--- config.mk ---
export PLATFORM = sky130hd
export DESIGN_NAME = sap_ram
export DESIGN_NICKNAME = d
export VERILOG_FILES = /design/src/rtl/sap_ram_pkg.sv /design/src/rtl/sap_ram_init_seq.sv /design/src/rtl/sap_ram.sv
export SDC_FILE = /design/constraint.sdc
export NUM_CORES = 1
export LEC_CHECK = 0
export CORE_MARGIN = 8
export CORE_UTILIZATION = 40
export DETAILED_ROUTE_END_ITERATION = 10
export MAX_ROUTING_LAYER = met4
export RECOVER_POWER = 25
export SKIP_LAST_GASP = 1
export SLEW_MARGIN = 20
export SYNTH_ARGS = -nofsm -noshare
export SYNTH_HDL_FRONTEND = slang
export SYNTH_HIERARCHICAL = 1
export SYNTH_SLANG_ARGS = --single-unit
--- constraint.sdc ---
create_clock -name clk -period 2.75 [get_ports clk]
set_input_delay 0.55 -clock clk [delete_from_list [all_inputs] [get_ports clk]]
set_output_delay 0.55 -clock clk [all_outputs]
set_load 0.05 [all_outputs]
--- src/rtl/sap_ram_pkg.sv ---
// Shared definitions for the SAP program/data memory: opcodes, state type and the boot image.
package sap_ram_pkg;

    localparam logic [3:0] OP_LDA = 4'h0;
    localparam logic [3:0] OP_ADD = 4'h1;
    localparam logic [3:0] OP_SUB = 4'h2;
    localparam logic [3:0] OP_OUT = 4'hE;
    localparam logic [3:0] OP_HLT = 4'hF;

    typedef enum logic {INIT, RUN} ram_state_t;

    localparam int BOOT_LEN = 16;

    // LDA 9; ADD A; ADD B; SUB C; OUT; HLT; followed by the data words
    localparam logic [7:0] BOOT_IMAGE [BOOT_LEN] = '{
        8'h09, 8'h1A, 8'h1B, 8'h2C, 8'hE0, 8'hF0, 8'h00, 8'h00,
        8'h00, 8'h01, 8'h02, 8'h03, 8'h04, 8'h04, 8'h04, 8'h04
    };

    // Addresses past the end of the image boot as zero; callers size-cast the result
    function automatic logic [31:0] boot_word(input logic [31:0] addr);
        logic [31:0] word;
        word = '0;
        if (addr < 32'(BOOT_LEN))
            word = {24'd0, BOOT_IMAGE[addr[3:0]]};
        return word;
    endfunction

endpackage

--- src/rtl/sap_ram_init_seq.sv ---
// Self-timed boot sequencer: walks every address once after reset, then hands the array to the CPU.
module sap_ram_init_seq
    import sap_ram_pkg::*;
#(
    parameter int ADDR_W = 4,
    parameter int DEPTH  = 2**ADDR_W
) (
    input  logic              clk,
    input  logic              reset,
    output logic              init_we,
    output logic [ADDR_W-1:0] init_addr,
    output logic              busy
);

    localparam logic [ADDR_W-1:0] LAST_ADDR = ADDR_W'(DEPTH - 1);

    ram_state_t        state;
    ram_state_t        state_next;
    logic [ADDR_W-1:0] addr_next;

    always_ff @(posedge clk) begin
        if (reset) begin
            state     <= INIT;
            init_addr <= '0;
        end else begin
            state     <= state_next;
            init_addr <= addr_next;
        end
    end

    // Busy is forced high by reset itself so the port looks idle before the first edge
    always_comb begin
        state_next = state;
        addr_next  = init_addr;
        init_we    = 1'b0;
        busy       = 1'b1;
        if (!reset) begin
            case (state)
                INIT: begin
                    init_we   = 1'b1;
                    addr_next = init_addr + 1'b1;
                    if (init_addr == LAST_ADDR) begin
                        state_next = RUN;
                        addr_next  = '0;
                    end
                end
                RUN: busy = 1'b0;
            endcase
        end
    end

endmodule

--- src/rtl/sap_ram.sv ---
// SAP memory: boot-loaded array with a registered CPU read port and a valid/ready loader write port.
module sap_ram
    import sap_ram_pkg::*;
#(
    parameter int DATA_W = 8,
    parameter int ADDR_W = 4,
    parameter int DEPTH  = 2**ADDR_W
) (
    input  logic              clk,
    input  logic              reset,
    input  logic              ce_n,
    input  logic [ADDR_W-1:0] address,
    input  logic              we,
    input  logic [DATA_W-1:0] wr_data,
    output logic [DATA_W-1:0] data_out,
    output logic              oe,
    output logic              busy,
    input  logic              prog_valid,
    input  logic [ADDR_W-1:0] prog_addr,
    input  logic [DATA_W-1:0] prog_data,
    output logic              prog_ready
);

    localparam logic [ADDR_W:0] DEPTH_W = (ADDR_W + 1)'(DEPTH);

    logic [DATA_W-1:0] mem [DEPTH];

    logic              init_we;
    logic [ADDR_W-1:0] init_addr;
    logic [DATA_W-1:0] boot_data;
    logic              cpu_rd;
    logic              cpu_wr;
    logic              prog_fire;
    logic              addr_ok;
    logic              prog_ok;

    sap_ram_init_seq #(
        .ADDR_W (ADDR_W),
        .DEPTH  (DEPTH)
    ) u_init_seq (
        .clk       (clk),
        .reset     (reset),
        .init_we   (init_we),
        .init_addr (init_addr),
        .busy      (busy)
    );

    assign boot_data  = DATA_W'(boot_word(32'(init_addr)));
    assign cpu_rd     = !busy && !ce_n && !we;
    assign cpu_wr     = !busy && !ce_n && we;
    // The CPU owns the write port when it writes; the loader simply retries next cycle
    assign prog_ready = !busy && !cpu_wr;
    assign prog_fire  = prog_valid && prog_ready;
    assign addr_ok    = {1'b0, address} < DEPTH_W;
    assign prog_ok    = {1'b0, prog_addr} < DEPTH_W;

    // Out-of-range writes are dropped here, but the loader handshake still completes
    always_ff @(posedge clk) begin
        if (init_we)
            mem[init_addr] <= boot_data;
        else if (cpu_wr && addr_ok)
            mem[address] <= wr_data;
        else if (prog_fire && prog_ok)
            mem[prog_addr] <= prog_data;
    end

    // Idle cycles drive zero so the bus mux sees a clean value instead of the old tri-state
    always_ff @(posedge clk) begin
        if (reset) begin
            data_out <= '0;
            oe       <= 1'b0;
        end else if (busy) begin
            oe <= 1'b0;
        end else if (cpu_rd) begin
            data_out <= addr_ok ? mem[address] : '0;
            oe       <= 1'b1;
        end else if (cpu_wr) begin
            oe <= 1'b0;
        end else begin
            data_out <= '0;
            oe       <= 1'b0;
        end
    end

endmodule

# After elaboration in Yosys (flattened, before gate mapping)
# Memories as Yosys holds them, arrays and structs flattened.
# Index checks and enable logic that the tools add are counted.
# word_totals
register_bits,14
input_bits,29
out_inout_bits,11
memories,2
mem_bits_rw,128
mem_bits_ro,128
wordCells,51
# op_classes
eq_ne,2
reduce_logical,13
n_lt_le_gt_ge,1
n_mux,26
n_addsub,1
bitwise,2
# mem_list
name,words,word_bits,read_ports,rd_ports_with_merged_regs,wr,line_no,rtl
(no name shown),16,8,1,0,0,sap_ram_pkg.sv:25,"word = {24'd0, BOOT_IMAGE[addr[3:0]]};"
mem,16,8,1,0,1,sap_ram.sv:26,logic [DATA_W-1:0] mem [DEPTH];
# ops
op,n
2-to-1 mux 8 bit,6
2-to-1 mux 1 bit,17
OR reduction 8 bit,2
2-to-1 mux 4 bit,3
">= comparator 5 bit, second input constant",1
logical AND 1 bit,5
inverter 4 -> 5 bit,1
"adder 4 x 1 -> 4 bit, second input constant",1
"equality test 4 bit, second input constant",1
logical NOT 1 bit,4
"inequality test 2 bit, second input constant",1
AND reduction 2 bit,1
OR reduction 2 bit,1
inverter 1 bit,1

# Longest topological paths before layout
# Gate-level depths: netlist of the first run.
# logic_depth
depth_word,14
depth_mapped,8
depth_no_buf,6

# Cells and area by module
# The synthesis of the first run kept the hierarchy.
# modules_own_cells
mod,area_each_um2,seq_area_each_um2,instances,cells_each
sap_ram,5779.3,4023.9,1,331
sap_ram_init_seq,214.0,100.1,1,23

# Least setup slack after synthesis of the first run
# OpenSTA, ideal clock, no wires.
# synth_timing
path_kind,input to register
from,input port reset
to,memory mem[0][6] (data pin)
arrival_time_ns,2.726
cell_stages,7
required_time_ns,2.420
setup_slack_ns,-0.306
setup_time_ns,0.330
path_cell_list,nand2b_1 -> buf_6 -> nor4b_4 -> buf_6 -> buf_2 -> a21oi_1 -> o21ai_0
# synth_via
elab_chain_cells,13
elab_cells_between_ends,19
cone_classes,mux (11); reduce/logical (8)
# synth_rtl
item,line_no,rtl
from (decl),sap_ram.sv:10,"input logic reset,"
2-to-1 mux 1 bit,sap_ram_init_seq.sv:37,if (!reset) begin
logical NOT 1 bit,"sap_ram.sv:50, sap_ram.sv:52",
logical AND 1 bit (2 in a row),sap_ram.sv:50,assign cpu_wr = !busy && !ce_n && we;
logical NOT 1 bit,sap_ram.sv:52,assign prog_ready = !busy && !cpu_wr;
logical AND 1 bit,sap_ram.sv:52,
logical AND 1 bit,sap_ram.sv:53,assign prog_fire = prog_valid && prog_ready;
2-to-1 mux 1 bit,sap_ram.sv:63,else if (prog_fire && prog_ok)
2-to-1 mux 1 bit,sap_ram.sv:61,else if (cpu_wr && addr_ok)
2-to-1 mux 1 bit,sap_ram.sv:59,if (init_we)
2-to-1 mux 1 bit (not written as such),sap_ram.sv:64,mem[prog_addr] <= prog_data;
OR reduction 8 bit (no source line),-,
2-to-1 mux 8 bit (no source line) (*),-,
to (decl),sap_ram.sv:26,
# Every way passes the cells marked *; elsewhere a longest branch is shown, timed or not.

# Worst setup path in the final report of the first run
# layout_timing
from,input port reset
to,"memory mem[10][6], enable pin"
# layout_via
elab_chain_cells,13
elab_cells_between_ends,23
cone_classes,mux (15); reduce/logical (8)
# layout_rtl
item,line_no
2-to-1 mux 1 bit,sap_ram_init_seq.sv:37
logical NOT 1 bit,"sap_ram.sv:50, sap_ram.sv:52"
logical AND 1 bit (2 in a row),sap_ram.sv:50
logical NOT 1 bit,sap_ram.sv:52
logical AND 1 bit,sap_ram.sv:52
logical AND 1 bit,sap_ram.sv:53
2-to-1 mux 1 bit,sap_ram.sv:63
2-to-1 mux 1 bit,sap_ram.sv:61
2-to-1 mux 1 bit,sap_ram.sv:59
2-to-1 mux 1 bit (not written as such),sap_ram.sv:64
OR reduction 8 bit (no source line),-
2-to-1 mux 4 bit (no source line) or 2-to-1 mux 1 bit (tied branches),-
# Parallel ways exist; a longest one is shown, timed or not.

==> results of run 1 <==
[per-layer routing]
layer	part of all wire [%]	GRT usage [%]
met4	1.6	5.66
met5	0	-
met3	3.5	3.29
met2	48	22.9
met1	47	18.9
[path summary, 6_finish.rpt]
| check | from | to |
|---|---|---|
| worst max-delay path | reset | mem[10][6]$_DFFE_PP_ |
| worst min-delay path | data_out[1]$_SDFFE_PP0P_ | data_out[1]$_SDFFE_PP0P_ |
| worst max register to register | u_init_seq/init_addr[0]$_SDFFE_PP0N_ | mem[10][2]$_DFFE_PP_ |
| worst min register to register | data_out[1]$_SDFFE_PP0P_ | data_out[1]$_SDFFE_PP0P_ |
[sequential cells by signal (all words and copies together), names as in the netlist]
register	count
data_out	8
mem	128
oe	1
u_init_seq/init_addr	4
u_init_seq/state	1
[cell type report]
class	count	area (sq um)
well taps	184	230
repair buffers	91	846
flip-flops and latches	142	4120
fillers	1190	6940
clock inverters	15	216
inverters	3	11.3
clock buffers	17	425
multi-input cells	190	1800
[power groups by stage]
stage / registers [W] / clock network [W] / logic, W
2_1_floorplan: 0.00253 / 0 / 0.000273
5_1_grt: 0.00251 / 0.00259 / 0.000527
3_5_place_dp: 0.00255 / 0 / 0.000544
4_1_cts: 0.00250 / 0.00250 / 0.000546
6_report: 0.00251 / 0.00246 / 0.000485
3_3_place_gp: 0.00255 / 0 / 0.000537
[placed cells by master, fill, tap and decap left out, drive strengths merged, types with 7 or more instances in the layout]
| master | synthesis | routed |
|---|---|---|
| clkdlybuf4s50 | 0 | 27 |
| mux2i | 23 | 23 |
| dfxtp | 14 | 14 |
| inv | 2 | 11 |
| nor2 | 29 | 29 |
| clkbuf | 8 | 24 |
| nor2b | 7 | 7 |
| mux4 | 30 | 30 |
| nand2b | 9 | 9 |
| buf | 11 | 48 |
| nand2 | 13 | 13 |
| o21ai | 11 | 11 |
| dlygate4sd3 | 0 | 9 |
| a2bb2oi | 7 | 7 |
| edfxtp | 128 | 128 |
| a21oi | 11 | 11 |
[Yosys cell counts, drive strengths merged, types with 2 or more instances]
master | instances | area (sq um)
o311ai | 3 | 26.3
mux4 | 30 | 676
mux2 | 3 | 33.8
o31a | 2 | 17.5
dfxtp | 14 | 280
nand4 | 3 | 18.8
o221ai | 4 | 35.0
ha | 3 | 37.5
nor2 | 29 | 111
a2bb2oi | 7 | 61.3
o21a | 4 | 30.0
o2111ai | 2 | 17.5
edfxtp | 128 | 3840
nand2b | 9 | 56.3
nor3 | 4 | 20.0
a31oi | 4 | 25.0
nor4 | 3 | 18.8
nand2 | 13 | 48.8
nand3 | 3 | 15.0
buf | 11 | 72.6
a311oi | 2 | 17.5
o21ai | 11 | 55.1
clkbuf | 8 | 31.3
inv | 2 | 7.51
nor2b | 7 | 43.8
a21oi | 11 | 55.1
mux2i | 23 | 230
[critical path, delay by kind of cell]
family	cells	cell delay [ns]
AND/OR/NAND/NOR	3	0.90
multiplexers	1	0.26
AO/OA/AOI/OAI	1	0.12
buffers and inverters	3	0.80
[per-stage QoR]
stage                     std cells  power, W  util (%)  hold slack (ns)  cell area, sq um
after floorplan                 354   0.00281         -            0.475              6030
after global placement          610   0.00308      48.6            0.457              7090
after detailed placement        610   0.00309      48.6            0.462              7090
after CTS                       642   0.00555      53.0            0.477              7730
after global routing            642   0.00563      52.4            0.486              7650
final                           642   0.00545      52.4            0.464              7650
[cells by family (layout without fill, tap and decap cells)]
| family | count (synthesis) | in the layout | share of synthesized area, % |
|---|---|---|---|
| AOI/OAI and AO/OA | 56 | 56 | 6.58 |
| DFF | 142 | 142 | 68.8 |
| xor gates and xnor gates | 2 | 2 | 0.292 |
| adders and majority gates | 3 | 3 | 0.626 |
| buffers and inverters | 22 | 126 | 1.92 |
| muxes | 56 | 56 | 15.7 |
| and+or+nand+nor | 73 | 73 | 6.10 |
==> metrics.txt, run 1 <==
Area Growth Syn to Fin=27.6%; Final Hold Vio Count=0; Required @ worst endpoint=2.81 ns; Most Frequent Cell on Critical Path=buf_4; routed wire length=13400 um; Chip Height=approximately 140 um; Final Cycle Share=a little over nine tenths; DIE AREA=19200 sq um; Mapped Avg Cell Area=about 17 sq um; fin crit period=2.58 ns; CTS clk-pin slew, worst paths=0.06 ns; Post-synth ARST share=0%; combinational share of power=8.9%; grt total ovfl=0; Synth Net Count=between 300 and 400; fin. max-slew vios=0; vias in the first global route=3549; WL/cell=20.8 um; hold buffers post-CTS=0; antenna violations before repair=0; Net Sw Power=around 0.0013 W; H-tree levels=4; Pre-antenna DRT Iters=4; CP Class=primary input to register; RSZ-0062 raised after global routing=no; sequential share of the synthesized area=68.8%; maximum clock rate=a little under 0.4 GHz; crit-path cells=clkdlybuf4s50_1 -> nand2b_2 -> nor4b_4 -> buf_4 -> mux2i_1 -> a31oi_1 -> buf_4 -> nor2_2; maximum clock path buffer count=2; post-cts resize count=0; sw frac=a little under a quarter; pin count of the biggest net entering global routing=22; Total GRT Usage=14.9%; via count=3475; worst reg2reg setup slack=approximately 0.3 ns; Clk pwr share=approximately 45%; Pwr Density=713 nW/um^2; Residual DRC=0; Leakage=2.59 nW; Sink Count=142; GPL Wtd Cong=around 0.76; crit path capture type=register; YS warnings=6; Cell variety after synth=42; worst setup margin=0.173 ns; synthesized flop and latch total=between 100 and 150; first-pass GRT wire length=21100 um; Die Wd=138 um; Cell Int Power=0.00416 W; slowest CP cell=nor2_2; crit-path max cell delay=0.42 ns; final setup vio count=0; main flop type after synthesis=edfxtp_1; Starting Density=41.1%; Syn Inst Count=354; Setup Fix Bufs, Post-CTS=0; core area=roughly 15000 sq um; FP Rows=44; worst-margin pin slew=0.712 ns; setup_tns=0 ns; Rel. slew slack=52.4%; Flop pwr share=45.9%; clk root buf=clkbuf_16; post-DP HPWL=9240 um; DR iter-0 viols=between 200 and 250; Post-Syn Area=5990 sq um; Ports=40; diode count=0; peak supply drop=about 0.00057 V; layout cells sized above 1=29.7%; Nets=477; Worst Reg-to-Reg Cells=6; worst-path maximum fanout=8; clock skew=between 0.007 and 0.008 ns; worst skew pair latency=0.42 ns; worst hold path class=register to register; CTS tree=done; Post-synth EDFFs=~130; DP Worst Slack=-0.290 ns; hold depth=2; max-capacitance violation count=0; outcome=completed; Critical Path AT=approximately 2.6 ns; Via density=5.41; Port Buffers=39; cts bufs inserted=17; antenna viol nets, final=0; critical path launch point type=primary input
Power figures use the tool's default switching activity.
==> inputs of run 2 (changes only) <==
Settings changed: CORE_ASPECT_RATIO from default to 1.2, GPL_ROUTABILITY_DRIVEN from default to 0.
==> metrics.txt, run 2 (same netlist as run 1, synthesis figures left out) <==
fin crit period=2.61 ns; Clk pwr share=44.4%; max-capacitance violation count=0; Required @ worst endpoint=2.88 ns; hold buffers post-CTS=0; Total GRT Usage=15.6%; post-cts resize count=0; total power=roughly 0.0055 W; outcome=completed; Flop pwr share=45.5%; diode count=0; CTS tree=done; H-tree levels=4; commonest cells after routing, fill and taps aside=edfxtp_1 (128), buf_4 (39), mux4_2 (30); cts bufs inserted=17; Starting Density=between 40% and 50%; vias in the first global route=between 3000 and 4000; fin. max-slew vios=0; layout cells sized above 1=29.4%; most common cell after layout, fill and taps aside=edfxtp_1; Pre-antenna DRT Iters=4; # fillers=roughly 1200; DP Worst Slack=-0.296 ns; antenna viol nets, final=0; Ports=40; Final Hold Vio Count=0; CP Class=primary input to register; crit path capture type=register; maximum clock rate=0.384 GHz; Rel. slew slack=60.6%; finished layout cell area=7810 sq um; final setup vio count=0; Sink Count=142; Port Buffers=39; worst-margin pin slew=0.591 ns; Cell Int Power=0.00434 W; Setup Fix Bufs, Post-CTS=0; Leakage=2.66 nW; biggest regs=mem (128), data_out (8), u_init_seq/init_addr (4); Pwr Density=704 nW/um^2; DIE AREA=19200 sq um; CTS clk-pin slew, worst paths=0.06 ns; antenna violations before repair=0; first-pass GRT wire length=21400 um; Nets=483; DP Area=7230 sq um; WL/cell=20.1 um; Worst Reg-to-Reg Cells=7; combinational share of power=between 10% and 20%; clk root buf=clkbuf_16; Area Growth Syn to Fin=30.3%; Net Sw Power=~0.0012 W; worst skew pair latency=0.42 ns; FP Rows=49; grt total ovfl=0; hold slack final=0.473 ns; max reg flops=about 130; Die Wd=~130 um; critical path launch point type=primary input; Chip Height=150 um; RSZ-0062 raised after global routing=no; via count=3471; DR iter-0 viols=between 200 and 250; Critical Path AT=2.74 ns; routed wire length=between 10000 and 15000 um; hold depth=2; Residual DRC=0; maximum clock path buffer count=2; peak supply drop=0.000389 V; sw frac=21.1%; pin count of the biggest net entering global routing=30; worst hold path class=register to register; Top reg by flops=mem; core area=14800 sq um; worst-path maximum fanout=8; worst setup margin=0.143 ns; Final Cycle Share=94.8%; final core occ=between 50% and 60%; post-DP HPWL=9530 um; Via density=about 5.2; clock skew=0.0105 ns
==> run 2: layout make-up <==
class	count	area, sq um	share of cell area (%)
clock inverter	12	194	2.48
timing repair buffer	97	998	12.8
inverter	3	11.3	0.144
clock buffer	19	433	5.54
tap	204	255	3.27
multi-input combinational	190	1790	23.0
sequential	142	4120	52.8
==> run 2: per-stage QoR <==
stage                     std cells  TNS (ns)
after global placement          636    -22.83
after floorplan                 354     -1.78
after CTS                       667         0
final                           667         0
after global routing            667         0
after detailed placement        636    -29.67
==> run 2: power groups by stage <==
stage	logic, W	registers (W)	clock network [W]
floorplan	0.000273	0.00253	0
global placement	0.000560	0.00255	0
detailed placement	0.000569	0.00255	0
CTS	0.000570	0.00251	0.00248
global route	0.000600	0.00251	0.00255
finish	0.000556	0.00250	0.00244
==> run 2: critical path: stages <==
cell and delay (ns):
clkdlybuf4s50_1 0.43, nand2b_2 0.22, nor4b_4 0.27, buf_4 0.21, mux2_2 0.38, o31a_1 0.35, nor2_2 0.19, buf_12 0.14
==> run 2: worst paths after layout <==
kind | startpoint | to | slack [ns]
max | reset | mem[1][6]$_DFFE_PP_ | 0.14
min | data_out[4]$_SDFFE_PP0P_ | data_out[4]$_SDFFE_PP0P_ | 0.47
max reg2reg | u_init_seq/state$_SDFF_PP0_ | mem[1][6]$_DFFE_PP_ | 0.30
min reg2reg | data_out[4]$_SDFFE_PP0P_ | data_out[4]$_SDFFE_PP0P_ | 0.47
==> run 2: metal layers <==
metal,track usage (%),vias up,part of all wire [%]
li1,-,1632,-
met1,18.5,1723,44
met2,24.7,95,50
met3,3.76,21,3.7
met4,7.39,0,2.5
met5,-,-,0
